===== src/rtl/seq_alu.sv =====
// Clocked N-bit ALU with a start/busy/done handshake, iterative shift-add MUL and restoring DIV/MOD.
// Optional macro SEQ_ALU_EARLY_TERM_EN: MUL finishes as soon as the remaining multiplier bits are zero.
module seq_alu #(
  parameter int WIDTH = 4
) (
  input  logic                 clk,
  input  logic                 rst_n,
  input  logic                 start,
  input  logic [WIDTH-1:0]     a,
  input  logic [WIDTH-1:0]     b,
  input  logic [3:0]           operator,
  output logic                 busy,
  output logic                 done,
  output logic [2*WIDTH-1:0]   result,
  output logic                 flag_n,
  output logic                 flag_z,
  output logic                 flag_c,
  output logic                 flag_v,
  output logic                 err
);
  localparam int CNT_W = $clog2(WIDTH + 1);

  localparam logic [3:0] OP_ADD = 4'h0;
  localparam logic [3:0] OP_SUB = 4'h1;
  localparam logic [3:0] OP_MUL = 4'h2;
  localparam logic [3:0] OP_DIV = 4'h3;
  localparam logic [3:0] OP_MOD = 4'h4;
  localparam logic [3:0] OP_AND = 4'h5;
  localparam logic [3:0] OP_OR  = 4'h6;
  localparam logic [3:0] OP_XOR = 4'h7;
  localparam logic [3:0] OP_SHL = 4'h8;
  localparam logic [3:0] OP_SHR = 4'h9;

  typedef enum logic [1:0] {S_IDLE = 2'd0, S_CALC = 2'd1, S_ITER = 2'd2, S_DONE = 2'd3} state_t;

  state_t               state_q, state_d;
  logic [WIDTH-1:0]     a_q, a_d, b_q, b_d;
  logic [3:0]           op_q, op_d;
  logic [2*WIDTH-1:0]   acc_q, acc_d, sh_q, sh_d;
  logic [CNT_W-1:0]     cnt_q, cnt_d;
  logic [2*WIDTH-1:0]   result_q, result_d;
  logic                 busy_q, busy_d, done_q, done_d;
  logic                 n_q, n_d, z_q, z_d, c_q, c_d, v_q, v_d, err_q, err_d;

  logic [WIDTH:0]       add_sum, sub_diff;
  logic [2*WIDTH-1:0]   calc_res;
  logic                 calc_n, calc_z, calc_c, calc_v, calc_err;
  logic [2*WIDTH-1:0]   mul_acc, iter_res;
  logic [WIDTH:0]       rem_sh, rem_diff;
  logic [WIDTH-1:0]     rem_nx, quo_nx;
  logic                 iter_last, long_op;

  // Single-cycle results; divide-by-zero is the only way DIV/MOD reach this path.
  always_comb begin
    add_sum  = {1'b0, a_q} + {1'b0, b_q};
    sub_diff = {1'b0, a_q} - {1'b0, b_q};
    calc_res = '0;
    calc_n   = 1'b0;
    calc_c   = 1'b0;
    calc_v   = 1'b0;
    calc_err = 1'b0;
    case (op_q)
      OP_ADD: begin
        calc_res = {{WIDTH{1'b0}}, add_sum[WIDTH-1:0]};
        calc_n   = add_sum[WIDTH-1];
        calc_c   = add_sum[WIDTH];
        calc_v   = (a_q[WIDTH-1] == b_q[WIDTH-1]) && (add_sum[WIDTH-1] != a_q[WIDTH-1]);
      end
      OP_SUB: begin
        calc_res = {{WIDTH{1'b0}}, sub_diff[WIDTH-1:0]};
        calc_n   = sub_diff[WIDTH-1];
        calc_c   = sub_diff[WIDTH];
        calc_v   = (a_q[WIDTH-1] != b_q[WIDTH-1]) && (sub_diff[WIDTH-1] != a_q[WIDTH-1]);
      end
      OP_DIV: begin
        calc_res = '1;
        calc_v   = 1'b1;
        calc_err = 1'b1;
      end
      OP_MOD: begin
        calc_res = {{WIDTH{1'b0}}, a_q};
        calc_v   = 1'b1;
        calc_err = 1'b1;
      end
      OP_AND: begin
        calc_res = {{WIDTH{1'b0}}, a_q & b_q};
        calc_n   = a_q[WIDTH-1] & b_q[WIDTH-1];
      end
      OP_OR: begin
        calc_res = {{WIDTH{1'b0}}, a_q | b_q};
        calc_n   = a_q[WIDTH-1] | b_q[WIDTH-1];
      end
      OP_XOR: begin
        calc_res = {{WIDTH{1'b0}}, a_q ^ b_q};
        calc_n   = a_q[WIDTH-1] ^ b_q[WIDTH-1];
      end
      OP_SHL:  calc_res = {{WIDTH{1'b0}}, a_q} << b_q;
      OP_SHR:  calc_res = {{WIDTH{1'b0}}, a_q >> b_q};
      default: calc_err = 1'b1;
    endcase
    calc_z = (calc_res == '0) && (op_q <= OP_SHR);
  end

  // One shift-add or restoring-divide step; a negative trial difference means "do not subtract".
  always_comb begin
    mul_acc  = b_q[0] ? (acc_q + sh_q) : acc_q;
    rem_sh   = {acc_q[WIDTH-1:0], sh_q[WIDTH-1]};
    rem_diff = rem_sh - {1'b0, b_q};
    rem_nx   = rem_diff[WIDTH] ? rem_sh[WIDTH-1:0] : rem_diff[WIDTH-1:0];
    quo_nx   = {sh_q[WIDTH-2:0], ~rem_diff[WIDTH]};
`ifdef SEQ_ALU_EARLY_TERM_EN
    iter_last = (cnt_q == CNT_W'(WIDTH - 1)) ||
                ((op_q == OP_MUL) && (b_q[WIDTH-1:1] == '0));
`else
    iter_last = (cnt_q == CNT_W'(WIDTH - 1));
`endif
    case (op_q)
      OP_MUL:  iter_res = mul_acc;
      OP_DIV:  iter_res = {{WIDTH{1'b0}}, quo_nx};
      default: iter_res = {{WIDTH{1'b0}}, rem_nx};
    endcase
    long_op = (operator == OP_MUL) ||
              (((operator == OP_DIV) || (operator == OP_MOD)) && (b != '0));
  end

  // Next-state and output-register logic.
  always_comb begin
    state_d  = state_q;
    a_d      = a_q;
    b_d      = b_q;
    op_d     = op_q;
    acc_d    = acc_q;
    sh_d     = sh_q;
    cnt_d    = cnt_q;
    result_d = result_q;
    n_d      = n_q;
    z_d      = z_q;
    c_d      = c_q;
    v_d      = v_q;
    err_d    = err_q;
    case (state_q)
      S_IDLE, S_DONE: begin
        if (start) begin
          a_d     = a;
          b_d     = b;
          op_d    = operator;
          acc_d   = '0;
          sh_d    = {{WIDTH{1'b0}}, a};
          cnt_d   = '0;
          state_d = long_op ? S_ITER : S_CALC;
        end else begin
          state_d = S_IDLE;
        end
      end
      S_CALC: begin
        result_d = calc_res;
        n_d      = calc_n;
        z_d      = calc_z;
        c_d      = calc_c;
        v_d      = calc_v;
        err_d    = calc_err;
        state_d  = S_DONE;
      end
      S_ITER: begin
        cnt_d = cnt_q + CNT_W'(1);
        if (op_q == OP_MUL) begin
          acc_d = mul_acc;
          sh_d  = {sh_q[2*WIDTH-2:0], 1'b0};
          b_d   = {1'b0, b_q[WIDTH-1:1]};
        end else begin
          acc_d = {{WIDTH{1'b0}}, rem_nx};
          sh_d  = {{WIDTH{1'b0}}, quo_nx};
        end
        if (iter_last) begin
          result_d = iter_res;
          n_d      = 1'b0;
          z_d      = (iter_res == '0);
          c_d      = 1'b0;
          v_d      = 1'b0;
          err_d    = 1'b0;
          state_d  = S_DONE;
        end else begin
          state_d  = S_ITER;
        end
      end
      default: state_d = S_IDLE;
    endcase
    busy_d = (state_d == S_CALC) || (state_d == S_ITER);
    done_d = (state_d == S_DONE);
  end

  // State and datapath registers; reset aborts any operation in flight.
  always_ff @(posedge clk or negedge rst_n) begin
    if (!rst_n) begin
      state_q  <= S_IDLE;
      a_q      <= '0;
      b_q      <= '0;
      op_q     <= 4'h0;
      acc_q    <= '0;
      sh_q     <= '0;
      cnt_q    <= '0;
      result_q <= '0;
      busy_q   <= 1'b0;
      done_q   <= 1'b0;
      n_q      <= 1'b0;
      z_q      <= 1'b0;
      c_q      <= 1'b0;
      v_q      <= 1'b0;
      err_q    <= 1'b0;
    end else begin
      state_q  <= state_d;
      a_q      <= a_d;
      b_q      <= b_d;
      op_q     <= op_d;
      acc_q    <= acc_d;
      sh_q     <= sh_d;
      cnt_q    <= cnt_d;
      result_q <= result_d;
      busy_q   <= busy_d;
      done_q   <= done_d;
      n_q      <= n_d;
      z_q      <= z_d;
      c_q      <= c_d;
      v_q      <= v_d;
      err_q    <= err_d;
    end
  end

  assign busy   = busy_q;
  assign done   = done_q;
  assign result = result_q;
  assign flag_n = n_q;
  assign flag_z = z_q;
  assign flag_c = c_q;
  assign flag_v = v_q;
  assign err    = err_q;
endmodule


===== config.mk =====
export PLATFORM = sky130hd
export DESIGN_NAME = seq_alu
export DESIGN_NICKNAME = d
export VERILOG_FILES = /design/src/rtl/seq_alu.sv
export SDC_FILE = /design/constraint.sdc
export NUM_CORES = 1
export LEC_CHECK = 0
export BUFFER_PORTS_ARGS = -buffer_cell sky130_fd_sc_hd__buf_4
export CAP_MARGIN = 20
export CORE_MARGIN = 2
export CORE_UTILIZATION = 55
export DETAILED_ROUTE_END_ITERATION = 6
export PLACE_DENSITY = 0.71
export SYNTH_ARGS = -nofsm -noshare
export SYNTH_HDL_FRONTEND = slang
export SYNTH_SLANG_ARGS = --single-unit

===== constraint.sdc =====
create_clock -name clk -period 3.29 [get_ports clk]
set_input_delay 0.658 -clock clk [delete_from_list [all_inputs] [get_ports clk]]
set_output_delay 0.658 -clock clk [all_outputs]
set_load 0.01 [all_outputs]

# Word-level counts from Yosys, hierarchy flattened
# Index checks and enable logic that the tools add are counted.
# classes
order_cmp	1
n_mux	32
bitwise_logic	7
add_sub_neg	5
n_eq_ne	26
shifts	2
reduce_logical	21
# ops
op	n
8-bit one-hot mux with 9 select lines	1
8-bit one-hot mux with 2 select lines	4
8-bit 2-to-1 mux	6
4-bit by 3-bit == test with 1-bit output (second input constant)	5
4-bit by 2-bit == test with 1-bit output (second input constant)	4
8-bit logical NOT	2
4-bit 2-to-1 mux	3
1-bit one-hot mux with 2 select lines	6
8-bit adder	1
2-bit == test (second input constant)	4
4-bit == test (second input constant)	2
4-bit one-hot mux with 2 select lines	1
4-bit by 4-bit left shift with 8-bit output	1
7-bit OR reduction	1
2-bit != test (second input constant)	3
2-bit one-hot mux with 3 select lines	1
3-bit one-hot mux with 2 select lines	1
2-bit AND reduction	3
4-bit by 4-bit adder with 5-bit output	1
1-bit one-hot mux with 5 select lines	1
4-bit by 4-bit subtractor with 5-bit output	1
5-bit by 4-bit subtractor with 5-bit output	1
4-bit AND	1
2-bit by 1-bit == test with 1-bit output (second input constant)	2
25 further kinds	38
# totals
out_inout_bits	15
register_bits	48
inputBits	15
word_cells	109

# Depth between registers and ports, before layout
# depth
depth_word	9
ltp_mapped	11
ltp_nobuf	11

# Worst setup path before layout
# OpenSTA, ideal clock, no wires.
# synth_timing
path_kind	reg-to-reg
start	reg b_q[1]
end	reg z_q, in the netlist flag_z
stages_incl_launch_ff	11
setup_time_ns	0.066
arrival_time_ns	2.774
path_slack_ns	0.451
period_less_slack_ns	2.839
required_time_ns	3.224
path_buffers	1
cell_sequence	dfrtp_1 > clkbuf_8 > clkinv_1 > fa_1 > a21o_1 > a21oi_1 > xnor2_2 > mux2i_1 > a221o_2 > nor4b_1 > a31o_1
# synth_via
elab_chain_len	6
word_cells_on_any_way	17
classes_between	add/sub (3); shift (2); mux (5); bitwise (4); reduce/logical (3)
# synth_lines
item	line	text
from (decl)	37	logic [WIDTH-1:0] a_q, a_d, b_q, b_d;
from (signal assigned)	197	b_q <= '0;
from (signal assigned)	213	b_q <= b_d;
5-bit by 4-bit subtractor with 5-bit output	108	rem_diff = rem_sh - {1'b0, b_q};
4-bit 2-to-1 mux or 1-bit NOT (tied branches)	109, 110	
8-bit one-hot mux with 2 select lines	117	case (op_q)
8-bit logical NOT	177	z_d = (iter_res == '0);
1-bit 2-to-1 mux	174	if (iter_last) begin
1-bit one-hot mux with 2 select lines (*)	141	case (state_q)
to (signal assigned)	222	z_q <= z_d;
to (decl)	43	logic n_q, n_d, z_q, z_d, c_q, c_d, v_q, v_d, err_q, err_d;
# Every way passes the cells marked *; elsewhere a longest branch is shown, timed or not. The select of a mux whose other input is x is not followed.
# A chain may end at the register's enable or synchronous reset.

# Final worst setup path
# layout_timing
start	reg b_q[0]
end	reg z_q, in the netlist flag_z
# The elaborated chain is that of the path after synthesis.

==> reports/results.ini <==
[synthesis]
synth-seq-cells = 48
syn_area_sq_um = 4010
ys_async_sr_fraction_pct = 100
syn_nets = 497
yosys_most_used_dff = dfrtp_1
ys_warn_count = 0
synth_seq_area_share_pct = 29.9
synth_edf_count = 0
ys_types = 65
avgSynthCellArea_sq_um = 8.93
synthCells = 449

[final_layout]
seq_area_sq_um = 1200
fillerInstances = 641
diodes = 0
syn_to_final_growth_pct = 9.17
fin_nets = 525
drive_above_1_share_pct = 15.9
multi_input_area_sq_um = 2550
final_cell_mix = 52 x nand2_1, 48 x dfrtp_1, 44 x buf_4
layout_commonest_cell = nand2_1

[detailed_routing]
drtAntennaViolNets = 0
first_iter_violations = 329
routed_wl_um = 10600
drtPass1Iterations = 5
num_vias = 3505
routedWlPerCell_um = 18.4
drcViolationCount = 0
vias_per_cell = 6.09

[global_routing]
overflow = 0
grt_pass1_wl_um = 16800
grt_usage_pct = 27.7
grt_pass1_vias = 3199
grt_antenna_before_repair = 0
grt_max_degree = 49

[placed_design]
place_hpwl_um = 7930
gp_congestion = 0.972
io_buffers = 29
place_ws_ns = 0.490

[timing]
slew_viol_final = 0
finalHoldViolCount = 0
period_minus_slack_ns = 2.83
finalSetupTns_ns = 0
setup_viol = 0
finClkSkew_ns = 0.00787
fmax_ghz = 0.353
slew_headroom_pct = 55.9
timing.final.crit_share_pct = 86.1
holdWs_ns = 0.366
final.setup.worst_slack_ns = 0.458
worst_pin_slew_ns = 0.661
rsz0062_at_grt = no

[clocking]
path_clk_slew_ns = 0.09
cts-root-buf = clkbuf_8
cts_buffers = 5
insertion_delay_ns = 0.30
clockBufferDepth = 2
cts-hold-fix-buffers = 0
cts_setup_buffers = 0
htree_levels = 2
cts_resized = 0
cts.sinks = 48
tritoncts = built

[floorplan]
dieArea_sq_um = 7990
ios = 30
row_count = 31
fp.dieW_um = 89.4
coreArea_sq_um = 7180
die_y_um = 89.4
initial_core_util_pct = 55.9

[worst_setup_path]
critPathKind = flip-flop to flip-flop
cp.required_ns = 3.53
cp-end-kind = flip-flop
worstReg2RegStart = b_q[0]$_DFFE_PN0P_
crit_start = b_q[0]$_DFFE_PN0P_
cp_max_fo = 9
worstSetupStartpointType = flip-flop
cp_data_arrival_time_ns = 3.07

[min_path]
hp-class = input pin to asynchronous set/reset pin

[power]
p_leak_nw = 1.98
cellPowerDensity_nw_per_um2 = 1030
irDropWorstVdd_mv = 0.628

[status]
outcome = finished clean

[run]
drv_cap = 0

==> cells in the mapped netlist, types with 5 or more instances <==
| library cell | number | share of area, % |
|---|---|---|
| a21o_1 | 5 | 0.94 |
| mux2_2 | 13 | 3.6 |
| nand3b_1 | 6 | 1.1 |
| nor2_1 | 25 | 2.3 |
| ha_1 | 29 | 9.0 |
| a21oi_1 | 30 | 3.7 |
| inv_1 | 23 | 2.2 |
| o21ai_0 | 34 | 4.2 |
| a31oi_1 | 5 | 0.78 |
| xor2_1 | 7 | 1.5 |
| nand3_1 | 10 | 1.2 |
| nor3_1 | 9 | 1.1 |
| nand2_1 | 52 | 4.9 |
| clkbuf_1 | 11 | 1.0 |
| dfrtp_1 | 48 | 30 |
| mux2i_1 | 34 | 8.5 |
| clkbuf_8 | 7 | 2.4 |
| nand2b_1 | 9 | 1.4 |
| a22o_1 | 6 | 1.3 |
==> through the flow <==
step	power [W]	cells	area, sq um	utilization [%]
final	0.00450	576	4380	61.0
after global routing	0.00483	576	4380	61.0
after CTS	0.00447	576	4380	61.0
after detailed placement	0.00412	569	4300	59.9
after global placement	0.00405	569	4300	59.9
after floorplan	0.00331	449	4010	-
==> routing by layer <==
metal / global-route usage, % / part of all wire, % / vias up
met5: 0 / 0 / -
met1: 41.3 / 46 / 1677
met2: 42.6 / 47 / 125
met4: 7.19 / 1.7 / 0
met3: 3.32 / 5.0 / 18
li1: - / - / 1685
==> final cells by class <==
class | count | share of cell area, %
Clock buffer | 6 | 1.66
Clock inverter | 1 | 0.114
Inverter | 26 | 2.23
Multi-Input combinational cell | 352 | 58.2
Sequential cell | 48 | 27.4
Tap cell | 99 | 2.83
Timing Repair Buffer | 44 | 7.54
==> where the power goes <==
part           leakage, nW  switching (W)  internal (W)
clock               0.0410       0.000193      0.000145
combinational         1.33        0.00177       0.00127
sequential           0.617       0.000317      0.000799
==> final timing paths <==
check / to / cells after the start / slack (ns)
setup / recovery: flag_z$_DFFE_PN0P_ / 11 / 0.46
hold / removal: result[7]$_DFFE_PN0P_ / 1 / 0.37
setup reg to reg: flag_z$_DFFE_PN0P_ / 11 / 0.46
hold reg to reg: cnt_q[1]$_DFFE_PN0P_ / 2 / 0.48
max in group asynchronous: sh_q[4]$_DFFE_PN0P_ / 1 / 2.51
min in group clk: cnt_q[1]$_DFFE_PN0P_ / 2 / 0.48
==> critical path, cell delays in order (launching register included) <==
cell and delay (ns):
dfrtp_1 0.36, buf_4 0.17, ha_1 0.18, inv_1 0.06, fa_1 0.40, a21o_1 0.17, a21oi_1 0.23, xnor2_2 0.23
mux2i_1 0.16, a221o_2 0.37, nor4b_1 0.26, a31o_1 0.19
==> sequential cells by signal, indices dropped and copies added (netlist names), 2 cells and up <==
signal,cells
b_q,4
acc_q,8
a_q,4
cnt_q,3
result,8
sh_q,8
op_q,4
state_q,2
==> cell families (layout without fill, tap and decap cells) <==
family	after synthesis	in the layout	synth area share, %
AOI/OAI and AO/OA	124	124	20.6
muxes	47	47	12.1
adders and majority gates	33	33	11.0
DFF	48	48	29.9
xor gates and xnor gates	12	12	2.81
buffers and inverters	49	77	6.61
and+or+nand+nor	136	136	16.9
Note: power is estimated with default switching activity, not from simulation.
